===== src/rtl/product_accumulator.sv =====
// Block accumulator: sums COUNT unsigned products per result, valid/ready on both sides.
// Optional macro PRODUCT_ACC_SAT_EN selects saturating (clamp to all-ones) overflow instead of wrap.
module product_accumulator #(
    parameter int PROD_W = 8,
    parameter int ACC_W  = 16,
    parameter int COUNT  = 4,
    parameter int CNT_W  = $clog2(COUNT + 1)
) (
    input  logic              clk,
    input  logic              rst,
    input  logic              in_valid,
    output logic              in_ready,
    input  logic [PROD_W-1:0] in_product,
    output logic              out_valid,
    input  logic              out_ready,
    output logic [ACC_W-1:0]  out_sum,
    output logic              out_ovf,
    output logic              busy
);

    typedef enum logic [1:0] {
        S_IDLE = 2'd0,
        S_ACC  = 2'd1,
        S_HOLD = 2'd2
    } state_t;

    localparam logic [CNT_W-1:0] LAST_CNT = CNT_W'(COUNT - 1);

    state_t             r_state;
    state_t             w_state_next;
    logic [ACC_W-1:0]   r_acc;
    logic               r_ovf;
    logic [CNT_W-1:0]   r_cnt;
    logic [ACC_W-1:0]   r_sum;
    logic               r_out_ovf;

    logic               w_accept;
    logic               w_last;
    logic [ACC_W:0]     w_base;
    logic [ACC_W:0]     w_add;
    logic               w_ovf_blk;
    logic [ACC_W-1:0]   w_acc_next;

    always_ff @(posedge clk) begin
        if (rst) begin
            r_state <= S_IDLE;
        end else begin
            r_state <= w_state_next;
        end
    end

    always_comb begin
        w_state_next = r_state;
        in_ready     = 1'b0;
        out_valid    = 1'b0;
        busy         = 1'b0;
        w_last       = 1'b0;
        case (r_state)
            S_IDLE: begin
                in_ready = 1'b1;
                if (in_valid) begin
                    w_last       = (COUNT == 1);
                    w_state_next = (COUNT == 1) ? S_HOLD : S_ACC;
                end
            end
            S_ACC: begin
                in_ready = 1'b1;
                busy     = 1'b1;
                if (in_valid && (r_cnt == LAST_CNT)) begin
                    w_last       = 1'b1;
                    w_state_next = S_HOLD;
                end
            end
            S_HOLD: begin
                out_valid = 1'b1;
                if (out_ready) begin
                    w_state_next = S_IDLE;
                end
            end
            default: w_state_next = S_IDLE;
        endcase
    end

    assign w_accept = in_valid & in_ready;

    // A new block starts from zero, so the running sum only feeds the adder in ACC.
    assign w_base    = (r_state == S_ACC) ? {1'b0, r_acc} : '0;
    assign w_add     = w_base + {{(ACC_W + 1 - PROD_W){1'b0}}, in_product};
    assign w_ovf_blk = ((r_state == S_ACC) & r_ovf) | w_add[ACC_W];

`ifdef PRODUCT_ACC_SAT_EN
    assign w_acc_next = w_ovf_blk ? {ACC_W{1'b1}} : w_add[ACC_W-1:0];
`else
    assign w_acc_next = w_add[ACC_W-1:0];
`endif

    // Result registers load only on the final accept so they stay frozen outside that moment.
    always_ff @(posedge clk) begin
        if (rst) begin
            r_acc     <= '0;
            r_ovf     <= 1'b0;
            r_cnt     <= '0;
            r_sum     <= '0;
            r_out_ovf <= 1'b0;
        end else if (w_accept) begin
            r_acc <= w_acc_next;
            r_ovf <= w_ovf_blk;
            r_cnt <= (r_state == S_IDLE) ? CNT_W'(1) : r_cnt + CNT_W'(1);
            if (w_last) begin
                r_sum     <= w_acc_next;
                r_out_ovf <= w_ovf_blk;
            end
        end
    end

    assign out_sum = r_sum;
    assign out_ovf = r_out_ovf;

endmodule


===== config.mk =====
export PLATFORM = sky130hd
export DESIGN_NAME = product_accumulator
export DESIGN_NICKNAME = d
export VERILOG_FILES = /design/src/rtl/product_accumulator.sv
export SDC_FILE = /design/constraint.sdc
export NUM_CORES = 1
export LEC_CHECK = 0
export CORE_ASPECT_RATIO = 0.9
export CORE_MARGIN = 3
export CORE_UTILIZATION = 30
export DETAILED_ROUTE_END_ITERATION = 8
export HOLD_SLACK_MARGIN = 0.06
export PLACE_DENSITY_LB_ADDON = 0.08
export SLEW_MARGIN = 40
export SYNTH_ARGS = -nofsm -noshare
export SYNTH_HDL_FRONTEND = slang
export SYNTH_SLANG_ARGS = --single-unit

===== constraint.sdc =====
create_clock -name clk -period 2.8 [get_ports clk]
set_input_delay 0.56 -clock clk [delete_from_list [all_inputs] [get_ports clk]]
set_output_delay 0.56 -clock clk [all_outputs]
set_load 0.02 [all_outputs]

==> metrics.txt <==
# TYPE chip_impl_metric gauge
chip_impl_metric{name="cts.repair.resized",unit=""} 0
chip_impl_info{name="timing.critical_path.from_type",value="flop"} 1
chip_impl_metric{name="achievable-frequency",unit="MHz"} 386.8
chip_impl_metric{name="grt.overflow.total",unit=""} 0
chip_impl_metric{name="stage_delay_of_the_slowest_cell_on_the_critical_path",unit="ns"} 0.45
chip_impl_info{name="worst_r2r_endpoint",value="out_ovf$_SDFFE_PP0P_"} 1
chip_impl_metric{name="ys_warn_count",unit=""} 0
chip_impl_metric{name="finalSetupTns",unit="ns"} 0
chip_impl_metric{name="irDropWorstVdd",unit="mV"} 0.2129
chip_impl_metric{name="hold_ws",unit="ns"} 0.4491
chip_impl_metric{name="max_slew_headroom_at_the_worst_pin",unit=""} 0.6144
chip_impl_metric{name="internal_power",unit="uW"} 801.3
chip_impl_metric{name="synth_edf_count",unit=""} 0
chip_impl_metric{name="worst-path-max-fanout",unit=""} 10
chip_impl_info{name="cp_top_family",value="compound AO/OA/AOI/OAI gates"} 1
chip_impl_metric{name="numClockSinks",unit=""} 39
chip_impl_metric{name="floorplan_die_area",unit="um^2"} 8263
chip_impl_metric{name="grt_pass1_vias",unit=""} 1897
chip_impl_metric{name="gp_congestion",unit=""} 0.7668
chip_impl_metric{name="detail-route-antenna-nets",unit=""} 0
chip_impl_metric{name="num_vias",unit=""} 1914
chip_impl_metric{name="timing.final.crit_share",unit=""} 0.9233
chip_impl_metric{name="r2r_slack",unit="ns"} 0.21
chip_impl_metric{name="pwr-share-clk",unit=""} 0.328
chip_impl_metric{name="total_switching_power",unit="uW"} 286.7
chip_impl_metric{name="p_leak",unit="uW"} 0.001034
chip_impl_info{name="cts_tree",value="done"} 1
chip_impl_metric{name="grt_pass1_wl",unit="um"} 9501
chip_impl_metric{name="cts.htree.levels",unit=""} 2
chip_impl_metric{name="area_growth_syn_to_layout",unit="%"} 27.08
chip_impl_metric{name="timing.final.hold_violations",unit=""} 0
chip_impl_info{name="result_of_the_run",value="finished clean"} 1
chip_impl_metric{name="clkLatencyLatePin",unit="ns"} 0.29
chip_impl_metric{name="arrival_time_at_the_worst_endpoint",unit="ns"} 2.76
chip_impl_metric{name="dp_cells",unit=""} 388
chip_impl_metric{name="cts_hold_buf",unit=""} 0
chip_impl_metric{name="comb_power_frac",unit=""} 0.145
chip_impl_metric{name="post_synth.cell_area_avg",unit="um^2"} 8.190
chip_impl_info{name="worstHoldPathType",value="flop to flop"} 1
chip_impl_metric{name="synthAdderAreaFrac",unit=""} 0.06713
chip_impl_metric{name="place_hpwl",unit="um"} 3934
chip_impl_metric{name="cap_violations",unit=""} 0
chip_impl_metric{name="detail_route.wl_per_cell",unit="um"} 13.75
chip_impl_metric{name="synthXorXnorAreaFrac",unit=""} 0.05266
chip_impl_metric{name="crit_required",unit="ns"} 2.97
chip_impl_info{name="ctsRootBufferMaster",value="clkbuf_8"} 1
chip_impl_metric{name="postSynthNetCount",unit=""} 287
chip_impl_metric{name="routed_via_density",unit=""} 4.858
chip_impl_metric{name="synth_seq_area_share",unit=""} 0.3611
chip_impl_metric{name="grt_max_degree",unit=""} 30
chip_impl_info{name="yosys_most_used_dff",value="dfxtp_1"} 1
chip_impl_metric{name="p_sw_frac",unit=""} 0.2635
chip_impl_metric{name="grt_use_total",unit=""} 0.1500
chip_impl_metric{name="clock_tree.buffer_depth",unit=""} 2
chip_impl_metric{name="clock_skew",unit="ns"} 0.006249
chip_impl_metric{name="postSynthRegisterBits",unit=""} 39
chip_impl_metric{name="setup-violations-final",unit=""} 0
chip_impl_metric{name="ioPinCount",unit=""} 32
chip_impl_metric{name="dr.pass1.iters",unit=""} 5
chip_impl_metric{name="timing.reg2reg.worst_path_depth",unit=""} 9
chip_impl_metric{name="clk_transition_reported_paths",unit="ns"} 0.07
chip_impl_info{name="critical_path.endpoint_type",value="flop"} 1
chip_impl_metric{name="basic_gate_share_of_the_synthesized_area_counting_and_or_nand_and_nor_cells",unit=""} 0.2541
chip_impl_metric{name="initial_core_util",unit=""} 0.3181
chip_impl_info{name="final_common_cell",value="nand2_1"} 1
chip_impl_metric{name="drt_iter0_markers",unit=""} 64
chip_impl_metric{name="post-route-drc-count",unit=""} 0
chip_impl_metric{name="synth_cells",unit=""} 264
chip_impl_metric{name="synth.lib_cells_used.distinct",unit=""} 53
chip_impl_info{name="cp_cell_sequence",value="nand2b_4 -> inv_1 -> and2_1 -> ha_1 -> a21o_1 -> a221o_1 -> o21ba_4 -> a311oi_1 -> nor3_1"} 1
chip_impl_metric{name="drive_gt1_frac",unit=""} 0.1250
chip_impl_metric{name="layout.cell_area.non_filler",unit="um^2"} 2748
chip_impl_metric{name="totalWireLength",unit="um"} 5416
chip_impl_metric{name="worstHoldPathCells",unit=""} 2
chip_impl_metric{name="timing_worst_slew_pin_value",unit="ns"} 0.5785
chip_impl_info{name="worst_hold_path.endpoint",value="r_acc[4]$_SDFFE_PP0P_"} 1
chip_impl_metric{name="synthMuxAreaShare",unit=""} 0.009259
chip_impl_metric{name="grt_antenna_before_repair",unit=""} 0
chip_impl_info{name="most_area_consuming_cells_after_synthesis",value="dfxtp_1 36%, nand2_1 7.3%, a21oi_1 6.5%"} 1
chip_impl_metric{name="floorplan.die.height",unit="um"} 86.54
chip_impl_metric{name="power_frac_seq",unit=""} 0.527
chip_impl_metric{name="buffer_ports.inserted",unit=""} 31
chip_impl_info{name="layout_common_cells",value="42 x nand2_1, 39 x dfxtp_1, 31 x clkdlybuf4s50_1"} 1
chip_impl_metric{name="die-width",unit="um"} 95.49
chip_impl_metric{name="postPlaceCellArea",unit="um^2"} 2661
chip_impl_info{name="library_cell_occupying_the_most_area_in_the_post_synthesis_netlist",value="dfxtp_1"} 1
chip_impl_info{name="grt_setup_unrepaired",value="no"} 1
chip_impl_info{name="criticalPathCategory",value="flop to flop"} 1
chip_impl_metric{name="num_rows",unit=""} 28
chip_impl_metric{name="report.final.slew_viol_count",unit=""} 0
chip_impl_info{name="launching_point_of_the_worst_reg2reg_path",value="r_state[1]$_SDFFE_PP0P_"} 1
chip_impl_metric{name="timing.critical_path.buf_inv",unit=""} 1
chip_impl_metric{name="nets",unit=""} 328
chip_impl_info{name="largest_family_of_logic_cells_by_synthesized_area",value="simple AND/OR/NAND/NOR gates"} 1
chip_impl_info{name="hold_path.startpoint",value="r_acc[4]$_SDFFE_PP0P_"} 1
chip_impl_metric{name="n_antenna_cell",unit=""} 0
chip_impl_metric{name="power_density",unit="nW/um^2"} 396.0
chip_impl_metric{name="synthesized_area_fraction_occupied_by_ao_oa_aoi_and_oai_cells",unit=""} 0.2112
chip_impl_metric{name="post-cts-setup-buffer-count",unit=""} 0
chip_impl_metric{name="instances_no_fill",unit=""} 394
chip_impl_metric{name="yosys.area.top_type_share",unit=""} 0.3611
chip_impl_metric{name="numCtsBuffers",unit=""} 5
chip_impl_metric{name="period_needed",unit="ns"} 2.585
chip_impl_info{name="crit_slowest_cell",value="a221o_1"} 1
chip_impl_metric{name="layout_setup_ws",unit="ns"} 0.2147
chip_impl_metric{name="floorplan.core_area",unit="um^2"} 6797
chip_impl_metric{name="pre_cts_ws",unit="ns"} 0.04193
chip_impl_metric{name="layout.filler_cells",unit=""} 727
chip_impl_metric{name="synthesis.area",unit="um^2"} 2162
chip_impl_metric{name="synth-async-reset-ratio",unit=""} 0
worst max-delay path by stage:
stage / from / end / slack (ns) / cells after the start
2_1_floorplan: r_state[1]$_SDFFE_PP0P_ / r_acc[7]$_SDFFE_PP0P_ / 0.03 / 13
3_3_place_gp: in_product[6] / out_ovf$_SDFFE_PP0P_ / 0.05 / 7
3_5_place_dp: in_product[6] / out_ovf$_SDFFE_PP0P_ / 0.04 / 7
4_1_cts: r_state[1]$_SDFFE_PP0P_ / r_acc[12]$_SDFFE_PP0P_ / 0.17 / 10
5_1_grt: r_state[1]$_SDFFE_PP0P_ / out_ovf$_SDFFE_PP0P_ / 0.03 / 9
6_report: r_state[1]$_SDFFE_PP0P_ / out_ovf$_SDFFE_PP0P_ / 0.21 / 9
through the flow:
stage	power, uW	util
global route	1153	0.4043
global placement	743.1	0.3916
CTS	1109	0.4022
detailed placement	742.4	0.3916
floorplan	681.5	-
finish	1088	0.4043
worst reg2reg max path, cell delays in order (launching register included):
cell	delay [ns]
dfxtp_1	0.32
nand2b_4	0.13
inv_1	0.27
and2_1	0.19
ha_1	0.27
a21o_1	0.21
a221o_1	0.45
o21ba_4	0.26
a311oi_1	0.29
nor3_1	0.08
power groups by stage:
stage               clock network (uW)  registers [uW]  logic (uW)
floorplan                            0             585        96.9
global placement                     0             586         157
detailed placement                   0             586         156
CTS                                379             573         157
global route                       399             575         178
finish                             357             573         158
routing by layer:
metal | vias to the layer above | track usage | routed length [um]
li1 | 1002 | - | -
met1 | 868 | 0.2144 | 2845
met2 | 36 | 0.2219 | 2287
met3 | 8 | 0.03472 | 207
met4 | 0 | 0.05039 | 77
met5 | - | 0 | 0
flip-flops by register name, indices dropped and copies added, names as in the netlist:
signal and count:
out_ovf 1, out_sum 16, r_acc 16, r_cnt 3, r_ovf 1, r_state 2
logic make-up after synthesis:
| family | after synthesis |
|---|---|
| buffers and inverters | 23 |
| multiplexers | 2 |
| adder cells (fa/ha/maj) | 11 |
| AO/OA/AOI/OAI | 63 |
| AND/OR/NAND/NOR | 113 |
| XOR/XNOR | 13 |
| flip-flops | 39 |
cell type report:
type                    count  area (um^2)  share of cell area
inverters                   7        26.28            0.009563
flip-flops and latches     39        780.7              0.2842
clock buffers               6        72.57             0.02641
repair buffers             50        452.9              0.1648
multi-input cells         202         1303              0.4740
well taps                  90        112.6             0.04098
cell usage after synthesis, types with 4 or more instances:
cell,instances
o21ai_0,4
nand3_1,13
nor3_1,5
a21oi_1,28
ha_1,10
a211oi_1,4
dfxtp_1,39
xor2_1,6
xnor2_1,7
and2_1,9
nand2_1,42
inv_1,6
nor2_1,22
clkbuf_1,12
No activity file was read; power rests on OpenSTA's default activity.
